[config.mk]
export PLATFORM = sky130hd
export DESIGN_NAME = mux8_bus_arbiter
export DESIGN_NICKNAME = d
export VERILOG_FILES = /design/src/rtl/mux8_bus_arbiter.sv
export SDC_FILE = /design/constraint.sdc
export NUM_CORES = 1
export LEC_CHECK = 0
export ABC_AREA = 0
export CORE_AREA = 4 4 118 120
export DETAILED_ROUTE_END_ITERATION = 8
export DIE_AREA = 0 0 122 124
export PLACE_DENSITY = 0.74
export SYNTH_ARGS = -nofsm -noshare
export SYNTH_HDL_FRONTEND = slang
export SYNTH_SLANG_ARGS = --single-unit
[constraint.sdc]
create_clock -name clk -period 3.9 [get_ports clk]
set_input_delay 0.585 -clock clk [delete_from_list [all_inputs] [get_ports clk]]
set_output_delay 0.585 -clock clk [all_outputs]
set_load 0.02 [all_outputs]
[src/rtl/mux8_bus_arbiter.sv]
// Round-robin arbiter for the shared 8:1 result bus, with a per-grant burst limit.
// Define MUX8_ARB_FIXED_PRIO_EN to replace round-robin with fixed priority (req[0] highest).
module mux8_bus_arbiter #(
    parameter int MAX_BURST = 4,
    parameter int DATA_W    = 32
) (
    input  logic              clk,
    input  logic              reset,
    input  logic [7:0]        req,
    input  logic [DATA_W-1:0] data0,
    input  logic [DATA_W-1:0] data1,
    input  logic [DATA_W-1:0] data2,
    input  logic [DATA_W-1:0] data3,
    input  logic [DATA_W-1:0] data4,
    input  logic [DATA_W-1:0] data5,
    input  logic [DATA_W-1:0] data6,
    input  logic [DATA_W-1:0] data7,
    input  logic              out_ready,
    output logic              out_valid,
    output logic [DATA_W-1:0] out_data,
    output logic [2:0]        select,
    output logic [7:0]        grant,
    output logic              busy
);

    localparam int CNT_W = $clog2(MAX_BURST + 1);
    localparam logic [CNT_W-1:0] LAST_BEAT = CNT_W'(MAX_BURST - 1);

    typedef enum logic {
        IDLE,
        GRANT
    } state_t;

    state_t           state, state_nxt;
    logic [2:0]       select_nxt;
    logic [7:0]       grant_nxt;
    logic [CNT_W-1:0] beat_cnt, beat_cnt_nxt;
    logic [2:0]       winner;
    logic             found;

`ifndef MUX8_ARB_FIXED_PRIO_EN
    logic [2:0] rr_ptr, rr_ptr_nxt;
    logic [2:0] scan_idx;
`endif

    // Pick the next requester to grant from the current request vector.
    always_comb begin
        winner = 3'd0;
        found  = 1'b0;
`ifdef MUX8_ARB_FIXED_PRIO_EN
        // Scanning downward leaves the lowest set index as the winner.
        for (int i = 7; i >= 0; i--) begin
            if (req[i]) begin
                winner = 3'(i);
                found  = 1'b1;
            end
        end
`else
        scan_idx = 3'd0;
        for (int i = 0; i < 8; i++) begin
            scan_idx = rr_ptr + 3'(i);
            if (!found && req[scan_idx]) begin
                winner = scan_idx;
                found  = 1'b1;
            end
        end
`endif
    end

    // NOTE: every output of this block gets a default first so no latch is inferred.
    always_comb begin
        state_nxt    = state;
        select_nxt   = select;
        grant_nxt    = grant;
        beat_cnt_nxt = beat_cnt;
`ifndef MUX8_ARB_FIXED_PRIO_EN
        rr_ptr_nxt   = rr_ptr;
`endif
        case (state)
            IDLE: begin
                if (found) begin
                    state_nxt    = GRANT;
                    select_nxt   = winner;
                    grant_nxt    = 8'b1 << winner;
                    beat_cnt_nxt = '0;
                end
            end
            GRANT: begin
                if (!req[select] || (out_ready && beat_cnt == LAST_BEAT)) begin
                    state_nxt  = IDLE;
                    grant_nxt  = 8'd0;
`ifndef MUX8_ARB_FIXED_PRIO_EN
                    rr_ptr_nxt = select + 3'd1;
`endif
                end else if (out_ready) begin
                    beat_cnt_nxt = beat_cnt + CNT_W'(1);
                end
            end
            default: state_nxt = IDLE;
        endcase
    end

    // NOTE: state registers use non-blocking assignments so all flops update together.
    always_ff @(posedge clk) begin
        if (reset) begin
            state    <= IDLE;
            select   <= 3'd0;
            grant    <= 8'd0;
            beat_cnt <= '0;
`ifndef MUX8_ARB_FIXED_PRIO_EN
            rr_ptr   <= 3'd0;
`endif
        end else begin
            state    <= state_nxt;
            select   <= select_nxt;
            grant    <= grant_nxt;
            beat_cnt <= beat_cnt_nxt;
`ifndef MUX8_ARB_FIXED_PRIO_EN
            rr_ptr   <= rr_ptr_nxt;
`endif
        end
    end

    assign busy      = (state == GRANT);
    // Combinational so a dropped request withdraws the beat in the same cycle.
    assign out_valid = busy && req[select];

    always_comb begin
        case (select)
            3'd0:    out_data = data0;
            3'd1:    out_data = data1;
            3'd2:    out_data = data2;
            3'd3:    out_data = data3;
            3'd4:    out_data = data4;
            3'd5:    out_data = data5;
            3'd6:    out_data = data6;
            default: out_data = data7;
        endcase
    end

endmodule

==> results of run 1 <==
[per-stage QoR]
stage                     hold slack (ps)  instances
after floorplan                       447        437
after global placement                455        885
after detailed placement              465        885
after CTS                             482        889
after global routing                  509        891
final                                 476        891
[sequential cells by signal, summed over array words and instances, names as in the netlist]
name and count:
busy 1, beat_cnt 3, grant 8, rr_ptr 3, select 3
[synthesized netlist by cell type (3+ instances only)]
library cell | n | share of area
mux4_2 | 13 | 0.085
o31ai_1 | 4 | 0.0087
nand3_1 | 13 | 0.019
nand2_1 | 13 | 0.014
o41ai_1 | 4 | 0.010
xnor2_1 | 3 | 0.0076
inv_1 | 11 | 0.012
a222oi_1 | 64 | 0.19
nand3b_1 | 3 | 0.0065
clkbuf_1 | 36 | 0.039
a21oi_1 | 77 | 0.11
mux2_2 | 9 | 0.029
buf_2 | 4 | 0.0058
mux2i_1 | 45 | 0.13
buf_1 | 7 | 0.0076
o211a_1 | 3 | 0.0087
nor2_1 | 43 | 0.047
o21ai_0 | 6 | 0.0087
ha_1 | 9 | 0.033
nand2b_1 | 4 | 0.0073
dfxtp_1 | 18 | 0.10
o22ai_1 | 3 | 0.0055
[cells by family (layout without fill, tap and decap cells)]
| logic type | count (synthesis) | count (layout) | synth area share |
|---|---|---|---|
| AOI/OAI and AO/OA | 185 | 185 | 0.401 |
| buffers and inverters | 61 | 337 | 0.0724 |
| xor gates and xnor gates | 5 | 5 | 0.0127 |
| other | 0 | 2 | 0 |
| muxes | 69 | 69 | 0.253 |
| adders and majority gates | 9 | 9 | 0.0328 |
| and+or+nand+nor | 90 | 90 | 0.123 |
| DFF | 18 | 18 | 0.105 |
[where the power goes]
| group | total, uW | switching, uW | internal [uW] |
|---|---|---|---|
| clock network | 235 | 79.0 | 156 |
| registers | 227 | 20.9 | 206 |
| logic | 2270 | 1190 | 1070 |
[worst min-delay path by stage]
stage,startpoint,endpoint,slack [ps],cells after the start
finish,grant[4],grant[4],480,2
global route,grant[7],grant[7],510,2
CTS,grant[1],grant[1],480,2
detailed placement,grant[1],grant[1],470,2
global placement,beat_cnt[1],beat_cnt[1],460,2
floorplan,beat_cnt[1],beat_cnt[1],450,2
[cell usage in the layout, fill, tap and decap left out, types with 6 or more instances in the layout]
master / count
o21ai_0: 6
clkdlybuf4s50_1: 310
a21oi_1: 77
nor2_1: 43
buf_4: 9
nand2_1: 13
nand3_1: 13
dfxtp_1: 18
a222oi_1: 64
mux4_2: 13
mux2_2: 9
mux2i_1: 45
ha_1: 6
inv_1: 11
[tightest hold or removal path, stage by stage, from the launching register on]
cell and delay (ps):
dfxtp_1 310, nand3_1 60, o31ai_1 60
[routing by layer]
layer	vias to the layer above	wire length, um
met5	-	0
met4	0	914
met3	63	1890
met2	327	10300
met1	2498	7160
li1	2364	-
[final cells by class]
type | instances | share of cell area
timing repair buffer | 321 | 0.474
multi-input combinational | 358 | 0.419
sequential | 18 | 0.0532
tap | 176 | 0.0325
clock buffer | 4 | 0.0131
inverter | 12 | 0.00666
antenna | 2 | 0.000740
==> summary.md, run 1 <==
| Metric | Value |
|---|---|
| Width of the die | `122 um` |
| Initial core utilization | `0.265` |
| GRT Total Usage | `0.245` |
| Root Driver | `clkbuf_16` |
| Crit path to | `out_data[4]` |
| Register Area | `360 um^2` |
| Ys Warns | `0` |
| Final Hold Viols | `0` |
| Status | `finished with violations` |
| Worst setup margin | `192 ps` |
| Initial antenna violation count | `2` |
| CP startpoint kind | `flop` |
| Crit path max fanout | `57` |
| Vias/cell | `5.89` |
| Critical Path Max Stage Delay | `640 ps` |
| Post-place instance area | `0.00667 mm^2` |
| Largest net degree at the start of global routing | `65` |
| Ys flop type | `dfxtp_1` |
| WL/cell | `22.7 um` |
| CP Cell Sequence | `inv_1, ha_2, buf_4, a222oi_1, mux2i_1, a21oi_1, a21oi_1, clkdlybuf4s50_1` |
| Worst Skew | `6.22 ps` |
| Layer with the highest usage | `met2` |
| Pre-CTS WS | `485 ps` |
| Footprint of the multi-input gates | `0.00284 mm^2` |
| Final instance area | `0.00677 mm^2` |
| IO Pins | `312` |
| WL final | `20.2 mm` |
| Std cell rows | `42` |
| Critical path type | `reg -> out` |
| CTS tree | `built` |
| Tightest Pin Transition | `749 ps` |
| H-tree depth | `1` |
| Mapped Nets | `713` |
| Mapped Area | `0.00344 mm^2` |
| DRC errors left | `4` |
| Post-synth EDFFs | `0` |
| Worst-path clk slew | `60 ps` |
| Count of different cell masters after synthesis | `54` |
| Final Cycle Share | `0.951` |
| M3 GR Usage | `0.0427` |
| # nets final | `990` |
| Met2 Usage GRT | `0.440` |
| Share of cells above drive strength 1 | `0.0687` |
| FF+latch count, synth | `18` |
| Worst Setup SP | `select[0]` |
| Crit-path leading delay family | `buffers and inverters` |
| Slew Viols, Final | `0` |
| Worst Path Required | `3310 ps` |
| TNS Setup | `0 ps` |
| Critical path arrival | `3120 ps` |
| Mapped Cells | `437` |
| FFs w/ async S/R, synth | `0` |
| Grt ovf | `0` |
| Die area | `0.0151 mm^2` |
| Crit. End Element | `output port` |
| Register-to-register setup slack | `560 ps` |
| Antenna Nets Post-Route | `0` |
| Leak | `0.00266 uW` |
| TritonRoute pass-1 iters | `9` |
| IO Port Bufs | `311` |
| Type of the tightest min-delay check | `reg -> reg` |
| FF-to-FF Start | `rr_ptr[0]` |
| CTS Buf Count | `3` |
| Longest Clk Path Bufs | `2` |
| Synthesized area per cell | `7.87 um^2` |
| Setup Fix Bufs, Post-CTS | `0` |
| Highest clock rate | `270 MHz` |
| Clock Sinks | `18` |
| Setup-failing EPs final | `0` |
| Sequential share of the synthesized area | `0.105` |
| Vias | `5252` |
| Global-route wire length before repair | `29.1 mm` |
| Layout Utilization | `0.521` |
| CP max stage cell | `a222oi_1` |
| Max_cap viols | `0` |
| Cell Pwr Density | `403 mW/mm^2` |
| Slew headroom | `0.497` |
| Initial drt markers | `775` |
| Hold buffers post-CTS | `0` |
| Post_cts resized | `0` |
| Area grow syn2layout | `96.8%` |
| Vias in the first global route | `5120` |
| Design Power | `2730 uW` |
| Fillers | `1231` |
| Worst R2R End | `select[0]` |
| Unrepaired setup endpoints after global routing | `false` |
| Failing checks | `design-rule violations` |
| Fin crit period | `3710 ps` |
| Clk_lat worst skew | `260 ps` |
| Post-DP HPWL | `16.1 mm` |
| Worst VDD drop | `0.000246 V` |
| Critical Path Stages | `8` |
| Reg2reg path depth | `10` |
| GPL Wtd Cong | `0.952` |
| Core ar. | `0.0130 mm^2` |
| Met1 track demand over resource | `0.285` |
| WP buf/inv | `3` |
| Die height | `124 um` |
| CP dominant cell by count | `a21oi_1` |
(Power assumes the default switching activity.)
==> run 2, diff against run 1 <==
--- a/config.mk
+++ b/config.mk
@@ -6,6 +6,7 @@
 export NUM_CORES = 1
 export LEC_CHECK = 0
 export ABC_AREA = 0
+export CAP_MARGIN = 30
 export CORE_AREA = 4 4 118 120
 export DETAILED_ROUTE_END_ITERATION = 8
 export DIE_AREA = 0 0 122 124
==> constraint.sdc (replaced) <==
create_clock -name clk -period 3.9 [get_ports clk]
set_input_delay 0.39 -clock clk [delete_from_list [all_inputs] [get_ports clk]]
set_output_delay 0.39 -clock clk [all_outputs]
set_load 0.02 [all_outputs]
==> summary.md, run 2 (synthesis gave the netlist of run 1 again) <==
| Metric | Value |
|---|---|
| Die area | `0.0151 mm^2 (unchanged)` |
| Vias/cell | `5.76 (was 5.89)` |
| Vias in the first global route | `4951 (was 5120)` |
| CTS Buf Count | `3 (unchanged)` |
| Worst VDD drop | `0.000240 V (was 0.000246 V)` |
| Setup-failing EPs final | `0 (unchanged)` |
| Critical Path Stages | `7 (was 8)` |
| Vias | `5142 (was 5252)` |
| GRT Total Usage | `0.238 (was 0.245)` |
| Failing checks | `design-rule violations (unchanged)` |
| Fin crit period | `3580 ps (was 3710 ps)` |
| Global-route wire length before repair | `28.3 mm (was 29.1 mm)` |
| Final Cycle Share | `0.919 (was 0.951)` |
| Root Driver | `clkbuf_16 (unchanged)` |
| CP dominant cell by count | `buf_4 (was a21oi_1)` |
| Core ar. | `0.0130 mm^2 (unchanged)` |
| GPL Wtd Cong | `0.909 (was 0.952)` |
| Crit. End Element | `output port (unchanged)` |
| Tightest Pin Transition | `791 ps (was 749 ps)` |
| Slew Viols, Final | `0 (unchanged)` |
| # nets final | `992 (was 990)` |
| Crit-path leading delay family | `buffers and inverters (unchanged)` |
| Initial core utilization | `0.265 (unchanged)` |
| Crit path max fanout | `64 (was 57)` |
| Grt ovf | `0 (unchanged)` |
| Max_cap viols | `0 (unchanged)` |
| Unrepaired setup endpoints after global routing | `false (unchanged)` |
| Status | `finished with violations (unchanged)` |
| Initial antenna violation count | `3 (was 2)` |
| Clock Sinks | `18 (unchanged)` |
| Type of the tightest min-delay check | `reg -> reg (unchanged)` |
| Clk_lat worst skew | `250 ps (was 260 ps)` |
| Commonest cells after routing, fill and taps aside | `310 x clkdlybuf4s50_1, 77 x a21oi_1, 64 x a222oi_1, 45 x mux2i_1, 43 x nor2_1 (unchanged)` |
| Area grow syn2layout | `96.1% (was 96.8%)` |
| Die height | `124 um (unchanged)` |
| IO Port Bufs | `311 (unchanged)` |
| CP max stage cell | `or4_2 (was a222oi_1)` |
| Critical path type | `reg -> out (unchanged)` |
| Largest net degree at the start of global routing | `65 (unchanged)` |
| Worst-path clk slew | `50 ps (was 60 ps)` |
| Hold buffers post-CTS | `0 (unchanged)` |
| Critical Path Max Stage Delay | `650 ps (was 640 ps)` |
| Leak | `0.00265 uW (was 0.00266 uW)` |
| Antenna Nets Post-Route | `0 (unchanged)` |
| Post_cts resized | `0 (unchanged)` |
| H-tree depth | `1 (unchanged)` |
| Post-DP HPWL | `15.9 mm (was 16.1 mm)` |
| CTS tree | `built (unchanged)` |
| DRC errors left | `3 (was 4)` |
| WP buf/inv | `4 (was 3)` |
| Longest Clk Path Bufs | `2 (unchanged)` |
| Highest clock rate | `279 MHz (was 270 MHz)` |
| Critical path arrival | `3190 ps (was 3120 ps)` |
| Share of cells above drive strength 1 | `0.0700 (was 0.0687)` |
| TritonRoute pass-1 iters | `9 (unchanged)` |
| Register-to-register setup slack | `540 ps (was 560 ps)` |
| Initial drt markers | `604 (was 775)` |
| Reg2reg path depth | `9 (was 10)` |
| Worst Skew | `3.44 ps (was 6.22 ps)` |
| Worst Path Required | `3510 ps (was 3310 ps)` |
| Final Hold Viols | `0 (unchanged)` |
| WL final | `20.0 mm (was 20.2 mm)` |
| Slew headroom | `0.469 (was 0.497)` |
| Post-place instance area | `0.00666 mm^2 (was 0.00667 mm^2)` |
| Worst hold stages | `2 (unchanged)` |
| TNS Setup | `0 ps (unchanged)` |
| Std cell rows | `42 (unchanged)` |
| Final instance area | `0.00674 mm^2 (was 0.00677 mm^2)` |
| Cell Pwr Density | `398 mW/mm^2 (was 403 mW/mm^2)` |
| CP Cell Sequence | `inv_1, ha_2, buf_4, or4_2, buf_4, a21oi_1, clkdlybuf4s50_1 (was inv_1, ha_2, buf_4, a222oi_1, mux2i_1, a21oi_1, a21oi_1, clkdlybuf4s50_1)` |
| Biggest register | `grant (unchanged)` |
| Setup Fix Bufs, Post-CTS | `0 (unchanged)` |
| WL/cell | `22.4 um (was 22.7 um)` |
| CP startpoint kind | `flop (unchanged)` |
| IO Pins | `312 (unchanged)` |
| Commonest non-fill, non-tap cell in the layout | `clkdlybuf4s50_1 (unchanged)` |
| Width of the die | `122 um (unchanged)` |
| Max reg flops | `8 (unchanged)` |
[run 2: changes by cell type in the layout (fill, tap and decap cells not counted), sizes merged]
| cell | previous run | this run |
|---|---|---|
| buf | 11 | 13 |
| clkbuf | 4 | 3 |
[run 2: per-layer routing]
layer	vias up	global-route usage	part of all wire
li1	2369	-	-
met1	2440	0.285	0.38
met2	284	0.426	0.50
met3	47	0.0490	0.086
met4	2	0.0742	0.030
met5	-	0	0.00035
[run 2: cell type report]
| type | count | area, um^2 |
|---|---|---|
| Fill cell | 1246 | 6240 |
| Timing Repair Buffer | 323 | 3200 |
| Inverter | 12 | 45.0 |
| Clock buffer | 3 | 75.1 |
| Antenna cell | 2 | 5.00 |
| Sequential cell | 18 | 360 |
| Multi-Input combinational cell | 358 | 2840 |
| Tap cell | 176 | 220 |
[run 2: tightest hold or removal path: stages (launching register included)]
cell	delay [ps]
dfxtp_1	310
nand3_1	60
a21oi_1	50
[run 2: path summary, 6_finish.rpt]
| path | endpoint | startpoint |
|---|---|---|
| worst min register to register | beat_cnt[1] | beat_cnt[1] |
| worst max register to register | grant[0] | rr_ptr[0] |
| worst max-delay path | out_data[4] | select[0] |
| worst min-delay path | beat_cnt[1] | beat_cnt[1] |
[run 2: where the power goes]
group,switching (uW),internal (uW)
clock network,64.9,135
registers,23.7,207
logic,1190,1070
total,1270,1410
[run 2: per-stage QoR]
| step | util | setup slack (ps) | power [uW] | cells | hold slack, ps |
|---|---|---|---|---|---|
| after global routing | 0.520 | 117 | 2840 | 892 | 490 |
| after floorplan | - | 266 | 1500 | 437 | 447 |
| after global placement | 0.513 | 646 | 2430 | 887 | 454 |
| final | 0.520 | 317 | 2680 | 892 | 470 |
| after CTS | 0.519 | 304 | 2680 | 890 | 472 |
| after detailed placement | 0.513 | 571 | 2470 | 887 | 456 |
